$ cat src/rtl/fifo_lane.sv
// Single-lane synchronous FIFO feeding one input of the L1 mux.
// Registered read port, occupancy-based status flags and a sticky overflow flag.
module fifo_lane #(
  parameter int DATA_W    = 8,
  parameter int DEPTH     = 8,
  parameter int AF_THRESH = 6,
  parameter int AE_THRESH = 2
) (
  input  logic              clk,
  input  logic              reset,
  input  logic [DATA_W-1:0] dataIn,
  input  logic              validIn,
  input  logic              pop,
  output logic [DATA_W-1:0] dataOut,
  output logic              validOut,
  output logic              full,
  output logic              empty,
  output logic              almost_full,
  output logic              almost_empty,
  output logic              error
);

  localparam int PTR_W = $clog2(DEPTH);
  localparam int CNT_W = PTR_W + 1;

  localparam logic [CNT_W-1:0] DEPTH_C = CNT_W'(DEPTH);
  localparam logic [CNT_W-1:0] AF_C    = CNT_W'(AF_THRESH);
  localparam logic [CNT_W-1:0] AE_C    = CNT_W'(AE_THRESH);

  logic [DATA_W-1:0] mem [DEPTH];
  logic [PTR_W-1:0]  wr_ptr;
  logic [PTR_W-1:0]  rd_ptr;
  logic [CNT_W-1:0]  count;

  logic push_ok;
  logic pop_ok;

  // Acceptance is judged on the flags of the current count, so a pop on a full
  // FIFO does not make room for a push on the same edge.
  assign push_ok = validIn && !full;
  assign pop_ok  = pop && !empty;

  assign full         = (count == DEPTH_C);
  assign empty        = (count == '0);
  assign almost_full  = (count >= AF_C);
  assign almost_empty = (count <= AE_C);

  // Storage kept free of reset so it maps onto block RAM.
  always_ff @(posedge clk) begin
    if (push_ok && reset) begin
      mem[wr_ptr] <= dataIn;
    end
  end

  always_ff @(posedge clk) begin
    if (!reset) begin
      wr_ptr   <= '0;
      rd_ptr   <= '0;
      count    <= '0;
      dataOut  <= '0;
      validOut <= 1'b0;
      error    <= 1'b0;
    end else begin
      if (push_ok) begin
        wr_ptr <= wr_ptr + PTR_W'(1);
      end

      if (pop_ok) begin
        rd_ptr   <= rd_ptr + PTR_W'(1);
        dataOut  <= mem[rd_ptr];
        validOut <= 1'b1;
      end else begin
        validOut <= 1'b0;
      end

      if (validIn && full) begin
        error <= 1'b1;
      end

      case ({push_ok, pop_ok})
        2'b10:   count <= count + CNT_W'(1);
        2'b01:   count <= count - CNT_W'(1);
        default: count <= count;
      endcase
    end
  end

endmodule

$ cat config.mk
export PLATFORM = sky130hd
export DESIGN_NAME = fifo_lane
export DESIGN_NICKNAME = d
export VERILOG_FILES = /design/src/rtl/fifo_lane.sv
export SDC_FILE = /design/constraint.sdc
export NUM_CORES = 1
export LEC_CHECK = 0
export CORE_AREA = 2 2 90 92
export CTS_BUF_LIST = sky130_fd_sc_hd__clkbuf_8 sky130_fd_sc_hd__clkbuf_16
export DETAILED_ROUTE_END_ITERATION = 10
export DIE_AREA = 0 0 92 94
export GPL_TIMING_DRIVEN = 0
export SYNTH_ARGS = -nofsm -noshare
export SYNTH_HDL_FRONTEND = slang
export SYNTH_SLANG_ARGS = --single-unit
$ cat constraint.sdc
create_clock -name clk -period 4.8 [get_ports clk]
set_clock_uncertainty 0.15 [all_clocks]
set_input_delay 0.96 -clock clk [delete_from_list [all_inputs] [get_ports clk]]
set_output_delay 0.96 -clock clk [all_outputs]
set_load 0.05 [all_outputs]
# Word-level counts from Yosys, hierarchy flattened
# Memory sizes are Yosys's and may differ from the RTL's. A register that Yosys moved wholly into a read port is not among the register bits.
# Index checks and enable logic that the tools add are counted.
# W data, S select, Z words.
# op_classes
addsub,4
n_eq_ne,3
n_reduce_logical,9
n_mux,4
order_cmp,2
# ops
op,n
$pmux W4 S2,1
$add A3 B1 Y3 const B,2
$add A4 B1 Y4 const B,1
$eq A4 B4 Y1 const B,1
$ge A4 B3 Y1 const B,1
$le A4 B2 Y1 const B,1
$logic_and A1 B1 Y1,4
$logic_not A4 Y1,1
$sub A4 B1 Y4 const B,1
$logic_not A1 Y1,3
$mux W1,3
$eq A2 B1 Y1 const B,1
$eq A2 B2 Y1 const B,1
$reduce_bool A2 Y1,1
# totals
elab_cells,28
out_inout_bits,14
input_bits,12
ramBits,64
register_bits,12
mem_count,1
# mem_list
name,depth,word_bits,rd,rd_ports_with_merged_regs,wr,line,rtl
mem,8,8,1,1,1,30,logic [DATA_W-1:0] mem [DEPTH];

# Logic depth before layout (Yosys ltp)
# Gate-level depths: netlist (run 1).
# depth
word_depth,6
depth_mapped,10
depth_no_buf,8

# Worst setup path after synthesis (run 1)
# OpenSTA, ideal clock, no wires.
# synth_timing
path_type,register to output
start,register count[1]
end,output empty
t_required_ns,3.690
path_buffers,1
stages_incl_launch_ff,3
arrival_time_ns,1.912
setup_slack_ns,1.778
cell_sequence,dfxtp_1 buf_6 nor4_1
# synth_via
elab_chain_cells,1
# synth_rtl
element,line,rtl
start: declaration,33,logic [CNT_W-1:0] count;
start signal: assignment,81,2'b10: count <= count + CNT_W'(1);
start signal: assignment,82,2'b01: count <= count - CNT_W'(1);
start signal: assignment,83,default: count <= count;
$logic_not A4 Y1,44,assign empty = (count == '0);
end: declaration,17,"output logic empty,"
# Every way passes these cells.

# Worst setup path after layout (run 1)
# layout_timing
start,input pop
end,register count[2]
# layout_via
elab_chain_cells,3
word_cells_on_any_way,5
classes_between,eq/ne (2); mux (1); reduce/logical (2)
# layout_rtl
element,line,rtl
start: declaration,13,"input logic pop,"
$logic_and A1 B1 Y1 (*),41,assign pop_ok = pop && !empty;
net pop_ok,36,logic pop_ok;
$eq A2 B1 Y1 or $eq A2 B2 Y1 (tied branches),80,"case ({push_ok, pop_ok})"
$pmux W4 S2 or $reduce_bool A2 Y1 (tied branches),--,
# Mark *: on every way through the listed nets, which the timed path passes. The rest lies on a longest branch.
# A chain may end at the register's enable or synchronous reset.

==> summary.md, run 1 <==
| Metric | Value |
|---|---|
| Sw Ratio | 34.8% |
| Initial Util | 44.0% |
| Final design utilization | 52.1% |
| N_diodes | 0 |
| Post-synth top area cell | edfxtp_1 |
| CP startpoint kind | input pin |
| Cts repair resizes | 0 |
| Port bufs | 24 |
| R2r startpoint | count[2] |
| Core area | 0.00761 mm² |
| Setup ws final | 1270 ps |
| Row cnt | 32 |
| Max cap viols | 0 |
| P_int | 1.34 mW |
| Hold Path Class | flip-flop to flip-flop |
| Post-DRT Antenna Nets | 0 |
| Number of synthesized flops with an enable pin | 64 |
| Final setup violation count | 0 |
| Root Buffer | clkbuf_8 |
| Reg2Reg Setup Slack | 1780 ps |
| Synth Flop Type | edfxtp_1 |
| Total grt overflow | 0 |
| Mapped Nets | 219 |
| 1st-iter DRT viols | 154 |
| Leak pwr | 1.31 nW |
| Post-Place Worst Slack | 895 ps |
| Most instantiated cells after synthesis | edfxtp_1 (64), dfxtp_1 (20), nor2_1 (18), mux4_2 (16), o22ai_1 (10) |
| Kind of critical path | input pin to flip-flop |
| Hold path depth | 2 |
| H-tree level count | 3 |
| Global-route wire length before repair | 10.3 mm |
| HPWL after detailed placement | 4.15 mm |
| Vias | 1828 |
| Worst-Margin Slew | 1030 ps |
| Wirelength, routed | 6.58 mm |
| CTS Hold Bufs | 0 |
| Reg2Reg Depth | 9 |
| Clock-pin slew on the worst setup and hold paths | 90 ps |
| Worst flop-to-flop path endpoint | count[2] |
| Full die area | 0.00865 mm² |
| Final net count | 256 |
| Area contributors post-synth | edfxtp_1 (57%), dfxtp_1 (12%), mux4_2 (11%) |
| Layout cells sized above 1 | 20.8% |
| Fmax | 283 MHz |
| Die height | 94 µm |
| CTS tree | built |
| Asr flop ratio synth | 0% |
| Syn avg cell area | 16.5 µm² |
| Worst-Skew Late Latency | 350 ps |
| Crit share post-route | 73.5% |
| Comb pwr share | 31.6% |
| Fillers | 650 |
| RSZ-0062 raised after global routing | no |
| Sequential Power Share | 43.8% |
| Clock buffer depth | 2 |
| Clock network power share | 24.6% |
| Sw Pwr | 717 µW |
| Post-CTS Setup Repair Bufs | 0 |
| Cell Pwr Density | 520 mW/mm² |
| Post-synth cell types | 37 |
| Post-layout minimum cycle time | 3530 ps |
| Top cell type's share of synthesized area | 57.4% |
| Vias per cell | 5.27 |
| CP endpoint kind | flip-flop |
| Max Transition Viols Final | 0 |
| Die Width | 92 µm |
| Total track usage | 16.7% |
| Inserted Clock Buffers | 9 |
| Max transition margin | 31.2% |
| # DRC | 0 |
| CTS Sinks | 84 |
| Area growth from synthesis to layout | 18.4% |
| Drt wl/cell | 19.0 µm |
| Fin. Hold Viols | 0 |
| Min-delay src | error |
| Number of global-route vias before repair | 1866 |
| Antenna violations before repair | 0 |
| Post-route setup TNS | 0 ps |
| Critical Path RT | 4930 ps |
| Seq cells post-synth | 84 |
| Critical path fanouts, max | 10 |
| Peak supply drop | 288 µV |
| GP Congestion | 0.710 |
| Drt pass-1 iters | 4 |
| Synth warn | 0 |
| Count leader, synth | edfxtp_1 |
| Post-Syn Area | 0.00335 mm² |
| I/O Pins | 26 |
| Syn Inst Count | 203 |
| Status | complete, no violations |
| Hold EP | error |
| Register area share after synthesis | 69.3% |
| Maximum number of pins on one net before global-route repair | 16 |
| Critical Path AT | 3660 ps |
==> power by group through the flow <==
stage                     registers (mW)  logic (mW)  clock network, mW
after detailed placement           0.918       0.657                  0
after CTS                          0.902       0.659              0.517
final                              0.902       0.651              0.507
after global placement             0.914       0.647                  0
after floorplan                     1.02       0.347                  0
after global routing               0.911       0.701              0.544
==> flip-flops by register name, summed over array words and instances (netlist names) <==
name / flops
wr_ptr: 3
validOut: 1
mem: 64
rd_ptr: 3
dataOut: 8
count: 4
error: 1
==> metrics by stage <==
stage | instance area (µm²) | total power [mW] | hold WS (ps) | std cells
2_1_floorplan | 3350 | 1.37 | 326 | 203
3_3_place_gp | 3720 | 1.56 | 298 | 329
3_5_place_dp | 3760 | 1.57 | 309 | 331
4_1_cts | 3970 | 2.08 | 328 | 347
5_1_grt | 3970 | 2.16 | 385 | 347
6_report | 3970 | 2.06 | 322 | 347
==> metal layers <==
layer	track usage [%]	vias to the layer above	wire (µm)
met2	26.1	26	3170
met5	0	-	0
li1	-	862	-
met4	7.84	0	126
met3	2.73	10	153
met1	23.0	930	3130
==> cell usage in the layout, fill, tap and decap left out, types with 2 or more instances in the layout <==
master            n
nand3_1           3
nor3_2            4
buf_6             4
edfxtp_1         64
clkbuf_1          5
mux4_2           16
dfxtp_1          20
o22ai_1          10
clkbuf_8          9
nand2_1           6
o21ai_0           8
clkinv_4          3
mux2i_1           3
nand2b_1          5
nor2_1           18
nor4_2            2
xor2_1            4
ha_1              4
inv_1             3
a21oi_1           3
buf_4             4
clkdlybuf4s50_1  24
==> critical path, cell delays in order <==
cell	delay, ps
clkdlybuf4s50_1	500
o41a_1	300
clkbuf_1	500
ha_1	370
xor2_1	100
ha_1	200
o21a_1	190
or4_1	400
a21oi_1	140
==> area by class of cell <==
cell class	count	area (µm²)	area share, %
Buffer	12	83.8	2.11
Multi-Input combinational cell	105	968	24.4
Clock buffer	9	124	3.12
Sequential cell	84	2320	58.6
Timing Repair Buffer	26	255	6.44
Clock inverter	7	76.3	1.92
Inverter	2	7.51	0.189
Tap cell	102	128	3.22
==> logic make-up (layout without fill, tap and decap cells) <==
logic type | count (synthesis) | after routing | synth area share, %
muxes | 19 | 19 | 11.7
AOI/OAI and AO/OA | 27 | 27 | 5.04
DFF | 84 | 84 | 69.3
xor gates and xnor gates | 5 | 5 | 1.53
adders and majority gates | 4 | 4 | 1.49
buffers and inverters | 14 | 56 | 2.73
and+or+nand+nor | 50 | 50 | 8.22
==> how the worst max path moves through the flow <==
stage / startpoint / end / slack (ps) / depth (start not counted)
5_1_grt: pop / count[2] / 1050 / 9
3_3_place_gp: reset / mem[1][2] / 880 / 3
2_1_floorplan: count[1] / empty / 1780 / 2
6_report: pop / count[2] / 1270 / 9
4_1_cts: pop / count[2] / 1260 / 9
3_5_place_dp: pop / count[2] / 900 / 9
Power figures use the tool's default switching activity.
==> run 2, diff against run 1 <==
==> constraint.sdc (replaced) <==
create_clock -name clk -period 3.35 [get_ports clk]
set_clock_uncertainty 0.15 [all_clocks]
set_input_delay 0.67 -clock clk [delete_from_list [all_inputs] [get_ports clk]]
set_output_delay 0.67 -clock clk [all_outputs]
set_load 0.05 [all_outputs]
==> summary.md, run 2 (synthesis gave the netlist of run 1 again) <==
| Metric | Value |
|---|---|
| Critical path fanouts, max | 9 (-1) |
| Metal3 WL | 153 µm (unchanged) |
| Total grt overflow | 0 (unchanged) |
| Post-layout minimum cycle time | 3190 ps |
| Min-delay src | error |
| HPWL after detailed placement | 4.15 mm (unchanged) |
| Final setup violation count | 0 (unchanged) |
| Root Buffer | clkbuf_8 |
| Max Used Layer | met4 |
| Clock buffer depth | 2 (unchanged) |
| Max reg flops | 64 (unchanged) |
| Final design utilization | 52.1% (about the same) |
| CTS Sinks | 84 (unchanged) |
| CTS tree | built |
| Routed met1 length | 3.13 mm (about the same) |
| Worst-Skew Late Latency | 350 ps (about the same) |
| GP Congestion | 0.710 (unchanged) |
| Cell Pwr Density | 745 mW/mm² (+43%) |
| 1st-iter DRT viols | 154 (unchanged) |
| Reg2Reg Setup Slack | 500 ps (-1280 ps) |
| Total power | 2.95 mW (+43%) |
| Design area | 0.00397 mm² (about the same) |
| Critical Path RT | 2530 ps (-2400 ps) |
| Multi-input logic area | 968 µm² (unchanged) |
| Kind of critical path | flip-flop to output pin |
| Core area | 0.00761 mm² (unchanged) |
| N_diodes | 0 (unchanged) |
| Layout cells sized above 1 | 21.2% (+0.41 points) |
| R2r startpoint | count[2] |
| CP startpoint kind | flip-flop |
| Fillers | 650 (unchanged) |
| Row cnt | 32 (unchanged) |
| Fmax | 313 MHz |
| Seq. cell area | 0.00232 mm² (unchanged) |
| DP Area | 0.00376 mm² (unchanged) |
| Post-CTS Setup Repair Bufs | 0 (unchanged) |
| Biggest register | mem |
| RSZ-0062 raised after global routing | no |
| Worst-Margin Slew | 1030 ps (unchanged) |
| Hold path depth | 2 (unchanged) |
| Post-Place Worst Slack | -265 ps (-1160 ps) |
| Antenna violations before repair | 0 (unchanged) |
| Maximum number of pins on one net before global-route repair | 16 (unchanged) |
| Reg2Reg Depth | 9 (unchanged) |
| Global-route wire length before repair | 10.3 mm (unchanged) |
| Full die area | 0.00865 mm² (unchanged) |
| Max transition margin | 31.2% (unchanged) |
| Hold_ws | 322 ps (unchanged) |
| Wirelength, routed | 6.58 mm (about the same) |
| Setup ws final | 156 ps (-1120 ps) |
| Max cap viols | 0 (unchanged) |
| Die Width | 92 µm (unchanged) |
| Leak pwr | 1.32 nW (+0.25%) |
| I/O Pins | 26 (unchanged) |
| Most common cell after layout, fill and taps aside | edfxtp_1 |
| Inserted Clock Buffers | 9 (unchanged) |
| Worst flop-to-flop path endpoint | count[2] |
| Vias per cell | 5.27 (unchanged) |
| Drt wl/cell | 19.0 µm (about the same) |
| # DRC | 0 (unchanged) |
| CP endpoint kind | output pin |
| Number of global-route vias before repair | 1866 (unchanged) |
| Fin. Hold Viols | 0 (unchanged) |
| Hold Path Class | flip-flop to flip-flop |
| Post-DRT Antenna Nets | 0 (unchanged) |
| Die height | 94 µm (unchanged) |
| Total track usage | 16.7% (unchanged) |
| Port bufs | 24 (unchanged) |
| Max Transition Viols Final | 0 (unchanged) |
| Initial Util | 44.0% (unchanged) |
| Peak supply drop | 413 µV (+43%) |
| Final net count | 256 (unchanged) |
| Area growth from synthesis to layout | 18.4% (about the same) |
| H-tree level count | 3 (unchanged) |
| Most frequent cells in the layout | edfxtp_1 (64), clkdlybuf4s50_1 (24), dfxtp_1 (20) |
| Metal2 WL | 3.17 mm (unchanged) |
| Crit share post-route | 95.3% |
| Drt pass-1 iters | 4 (unchanged) |
| Vias | 1828 (unchanged) |
| Hold EP | error |
| Clock-pin slew on the worst setup and hold paths | 90 ps (about the same) |
| Status | complete, no violations |
| Registers with the most flip-flops | mem: 64 flops, dataOut: 8 flops, count: 4 flops |
| Critical Path AT | 2370 ps (-1290 ps) |
-- run 2: cell counts in the layout (fill, tap and decap cells not counted) --
Identical to the previous run, type by type.
-- run 2: power breakdown --
group | internal, mW | total (mW) | switching (mW) | leakage, nW
clock network | 0.348 | 0.727 | 0.379 | 0.101
registers | 1.22 | 1.29 | 0.0698 | 0.742
logic | 0.355 | 0.934 | 0.579 | 0.474
total | 1.93 | 2.95 | 1.03 | 1.32
-- run 2: layout make-up --
class                           count  area share [%]
Sequential cell                    84            58.5
Multi-Input combinational cell    105            24.4
Timing Repair Buffer               26            6.44
Tap cell                          102            3.22
Clock buffer                        9            3.12
Buffer                             12            2.15
Clock inverter                      7            1.92
Inverter                            2           0.189
-- run 2: through the flow --
stage               TNS (ps)  instances
floorplan                  0        203
global placement       -4570        329
detailed placement      -265        331
CTS                        0        347
global route               0        347
finish                     0        347
-- run 2: worst max path at each step --
stage               cells past startpoint     start  slack [ps]        end
global route                            5  count[2]          50       full
CTS                                     9       pop         100   count[2]
floorplan                               2  count[1]         620      empty
finish                                  5  count[2]         160       full
detailed placement                      9       pop        -260   count[2]
global placement                        3     reset        -280  mem[1][2]
-- run 2: metal layers --
| metal | up-vias | GRT usage [%] |
|---|---|---|
| met4 | 0 | 7.84 |
| met3 | 10 | 2.73 |
| met1 | 930 | 23.0 |
| met5 | - | 0 |
| met2 | 26 | 26.1 |
| li1 | 862 | - |
-- run 2: worst max-delay path, stage by stage (launching register included) --
cell and delay (ps):
dfxtp_1 300, clkbuf_1 180, or4b_1 530, buf_6 160, inv_1 60, clkdlybuf4s50_1 790
-- run 2: timing repair --
item | 4_1_cts | 5_1_grt
gates resized for setup | 0 | 2
endpoints found under the setup margin | 0 | 1
hold buffers | 0 | 0
==> run 3, diff against run 2 <==
--- a/config.mk
+++ b/config.mk
@@ -9,7 +9,7 @@
 export CTS_BUF_LIST = sky130_fd_sc_hd__clkbuf_8 sky130_fd_sc_hd__clkbuf_16
 export DETAILED_ROUTE_END_ITERATION = 10
 export DIE_AREA = 0 0 92 94
-export GPL_TIMING_DRIVEN = 0
+export PLACE_DENSITY = 0.67
 export SYNTH_ARGS = -nofsm -noshare
 export SYNTH_HDL_FRONTEND = slang
 export SYNTH_SLANG_ARGS = --single-unit
==> summary.md, run 3 (synthesis gave the netlist of run 1 again) <==
| Metric | Value |
|---|---|
| Status | complete, no violations |
| CP endpoint kind | output pin |
| Min-delay src | error |
| Met1 GRT Util | 21.5% (-1.5 points) |
| Global routing usage on met3 | 5.06% (+2.3 points) |
| Full die area | 0.00865 mm² (unchanged) |
| Max cap viols | 0 (unchanged) |
| Reg2Reg Depth | 8 (-1) |
| Hold Path Class | flip-flop to flip-flop |
| # DRC | 0 (unchanged) |
| R2r startpoint | count[1] |
| Vias | 1841 (+0.71%) |
| Post-layout minimum cycle time | 3230 ps (+31.3 ps) |
| I/O Pins | 26 (unchanged) |
| Area growth from synthesis to layout | 18.0% |
| Cell Pwr Density | 739 mW/mm² (-0.82%) |
| Hold EP | error |
| CP max-delay cell | clkdlybuf4s50_1 |
| Post-CTS Setup Repair Bufs | 0 (unchanged) |
| Die Width | 92 µm (unchanged) |
| Maximum number of pins on one net before global-route repair | 18 (+2) |
| Global routing usage on met2 | 24.9% (-1.2 points) |
| Clock buffer depth | 2 (unchanged) |
| Kind of critical path | flip-flop to output pin |
| Fin. Hold Viols | 0 (unchanged) |
| Critical Path RT | 2530 ps (about the same) |
| GRT busiest layer | met2 |
| Worst-Skew Late Latency | 350 ps (about the same) |
| Critical path fanouts, max | 10 (+1) |
| Antenna violations before repair | 0 (unchanged) |
| Global-route wire length before repair | 10.0 mm (-2.3%) |
| Most frequent cells in the layout | edfxtp_1 (64), clkdlybuf4s50_1 (25), dfxtp_1 (20) |
| GP Congestion | 0.758 (+6.6%) |
| Max reg flops | 64 (unchanged) |
| CTS Sinks | 84 (unchanged) |
| Initial Util | 44.0% (unchanged) |
| Inserted Clock Buffers | 9 (unchanged) |
| Post-Layout Cell Count | 347 (unchanged) |
| Root Buffer | clkbuf_8 |
| Die height | 94 µm (unchanged) |
| Critical Path AT | 2410 ps (+40 ps) |
| Most common cell after layout, fill and taps aside | edfxtp_1 |
| Critical Path, Cell by Cell | or4b_1, inv_1, clkdlybuf4s50_1 |
| Vias per cell | 5.31 (+0.71%) |
| CP startpoint kind | flip-flop |
| Total track usage | 16.1% (-0.61 points) |
| Cell Count Post-Placement | 331 (unchanged) |
| CTS Hold Bufs | 0 (unchanged) |
| Wirelength, routed | 6.18 mm (-6.1%) |
| Layout cells sized above 1 | 21.2% (unchanged) |
| CTS tree | built |
| Hold path depth | 2 (unchanged) |
| Max transition margin | 41.2% (+10 points) |
| Number of global-route vias before repair | 1852 (-0.75%) |
| Fmax | 310 MHz (-0.97%) |
| Port bufs | 25 (+4.2%) |
| Drt pass-1 iters | 4 (unchanged) |
| Total grt overflow | 0 (unchanged) |
| Registers with the most flip-flops | mem: 64 flops, dataOut: 8 flops, count: 4 flops |
| Post-DRT Antenna Nets | 0 (unchanged) |
| Drt wl/cell | 17.8 µm (-6.1%) |
| Crit share post-route | 96.3% (+0.94 points) |
| Reg2Reg Setup Slack | 500 ps (about the same) |
| N_diodes | 0 (unchanged) |
| Max Transition Viols Final | 0 (unchanged) |
| Core area | 0.00761 mm² (unchanged) |
| DP Area | 0.00375 mm² (-0.30%) |
| Final setup violation count | 0 (unchanged) |
| Worst-Margin Slew | 881 ps (-147 ps) |
| H-tree level count | 3 (unchanged) |
| Worst flop-to-flop path endpoint | count[2] |
| Leak pwr | 1.33 nW (+0.81%) |
| Final net count | 256 (unchanged) |
| RSZ-0062 raised after global routing | no |
| Worst Path Buf+Inv | 2 (-2) |
| 1st-iter DRT viols | 98 (-36%) |
| Design area | 0.00395 mm² (-0.35%) |
| Largest stage delay, worst path | 800 ps (about the same) |
| Cell family with most CP delay | buffers and inverters |
| Post-route setup TNS | 0 ps (unchanged) |
| HPWL after detailed placement | 3.78 mm (-8.8%) |
| Clock-pin slew on the worst setup and hold paths | 80 ps (about the same) |
| Row cnt | 32 (unchanged) |
| Cts repair resizes | 0 (unchanged) |
| Peak supply drop | 548 µV (+33%) |
| Biggest register | mem |
[run 3: final cells by class]
class / count / area (µm²)
fillers: 650 / 3650
well taps: 102 / 128
inverters: 2 / 7.51
clock buffers: 9 / 124
multi-input cells: 105 / 948
flip-flops and latches: 84 / 2320
clock inverters: 7 / 75.1
repair buffers: 38 / 348
[run 3: per-layer routing]
metal / up-vias / wire length (µm)
met5: - / 0
li1: 863 / -
met2: 37 / 3020
met1: 935 / 2870
met3: 6 / 217
met4: 0 / 70
[run 3: worst reg2reg max path, cell delays in order (launching register included)]
cell     delay, ps
dfxtp_1        400
or4b_1         720
nand2_8        190
ha_1           290
xor2_1         100
ha_1           200
o21a_1         200
or4_1          390
a21oi_1        140
[run 3: per-stage QoR]
| step | hold slack, ps | total power, mW | worst slack (ps) | utilization (%) |
|---|---|---|---|---|
| CTS | 330 | 2.95 | 99.1 | 52.0 |
| finish | 325 | 2.92 | 124 | 52.0 |
| floorplan | 326 | 1.96 | 618 | - |
| global placement | 297 | 2.22 | 430 | 49.3 |
| detailed placement | 310 | 2.23 | 378 | 49.3 |
| global route | 369 | 3.07 | 5.04 | 52.0 |
[run 3: where the power goes]
part           switching, mW  internal, mW
combinational          0.545         0.341
sequential            0.0928          1.22
clock                  0.371         0.348
[run 3: worst max path at each step]
stage / startpoint / to / slack (ps) / cells past startpoint
2_1_floorplan: count[1] / empty / 620 / 2
3_3_place_gp: validIn / count[2] / 430 / 8
3_5_place_dp: validIn / count[2] / 380 / 8
4_1_cts: count[0] / full / 100 / 3
5_1_grt: count[3] / full / 5 / 3
6_report: count[1] / full / 120 / 3
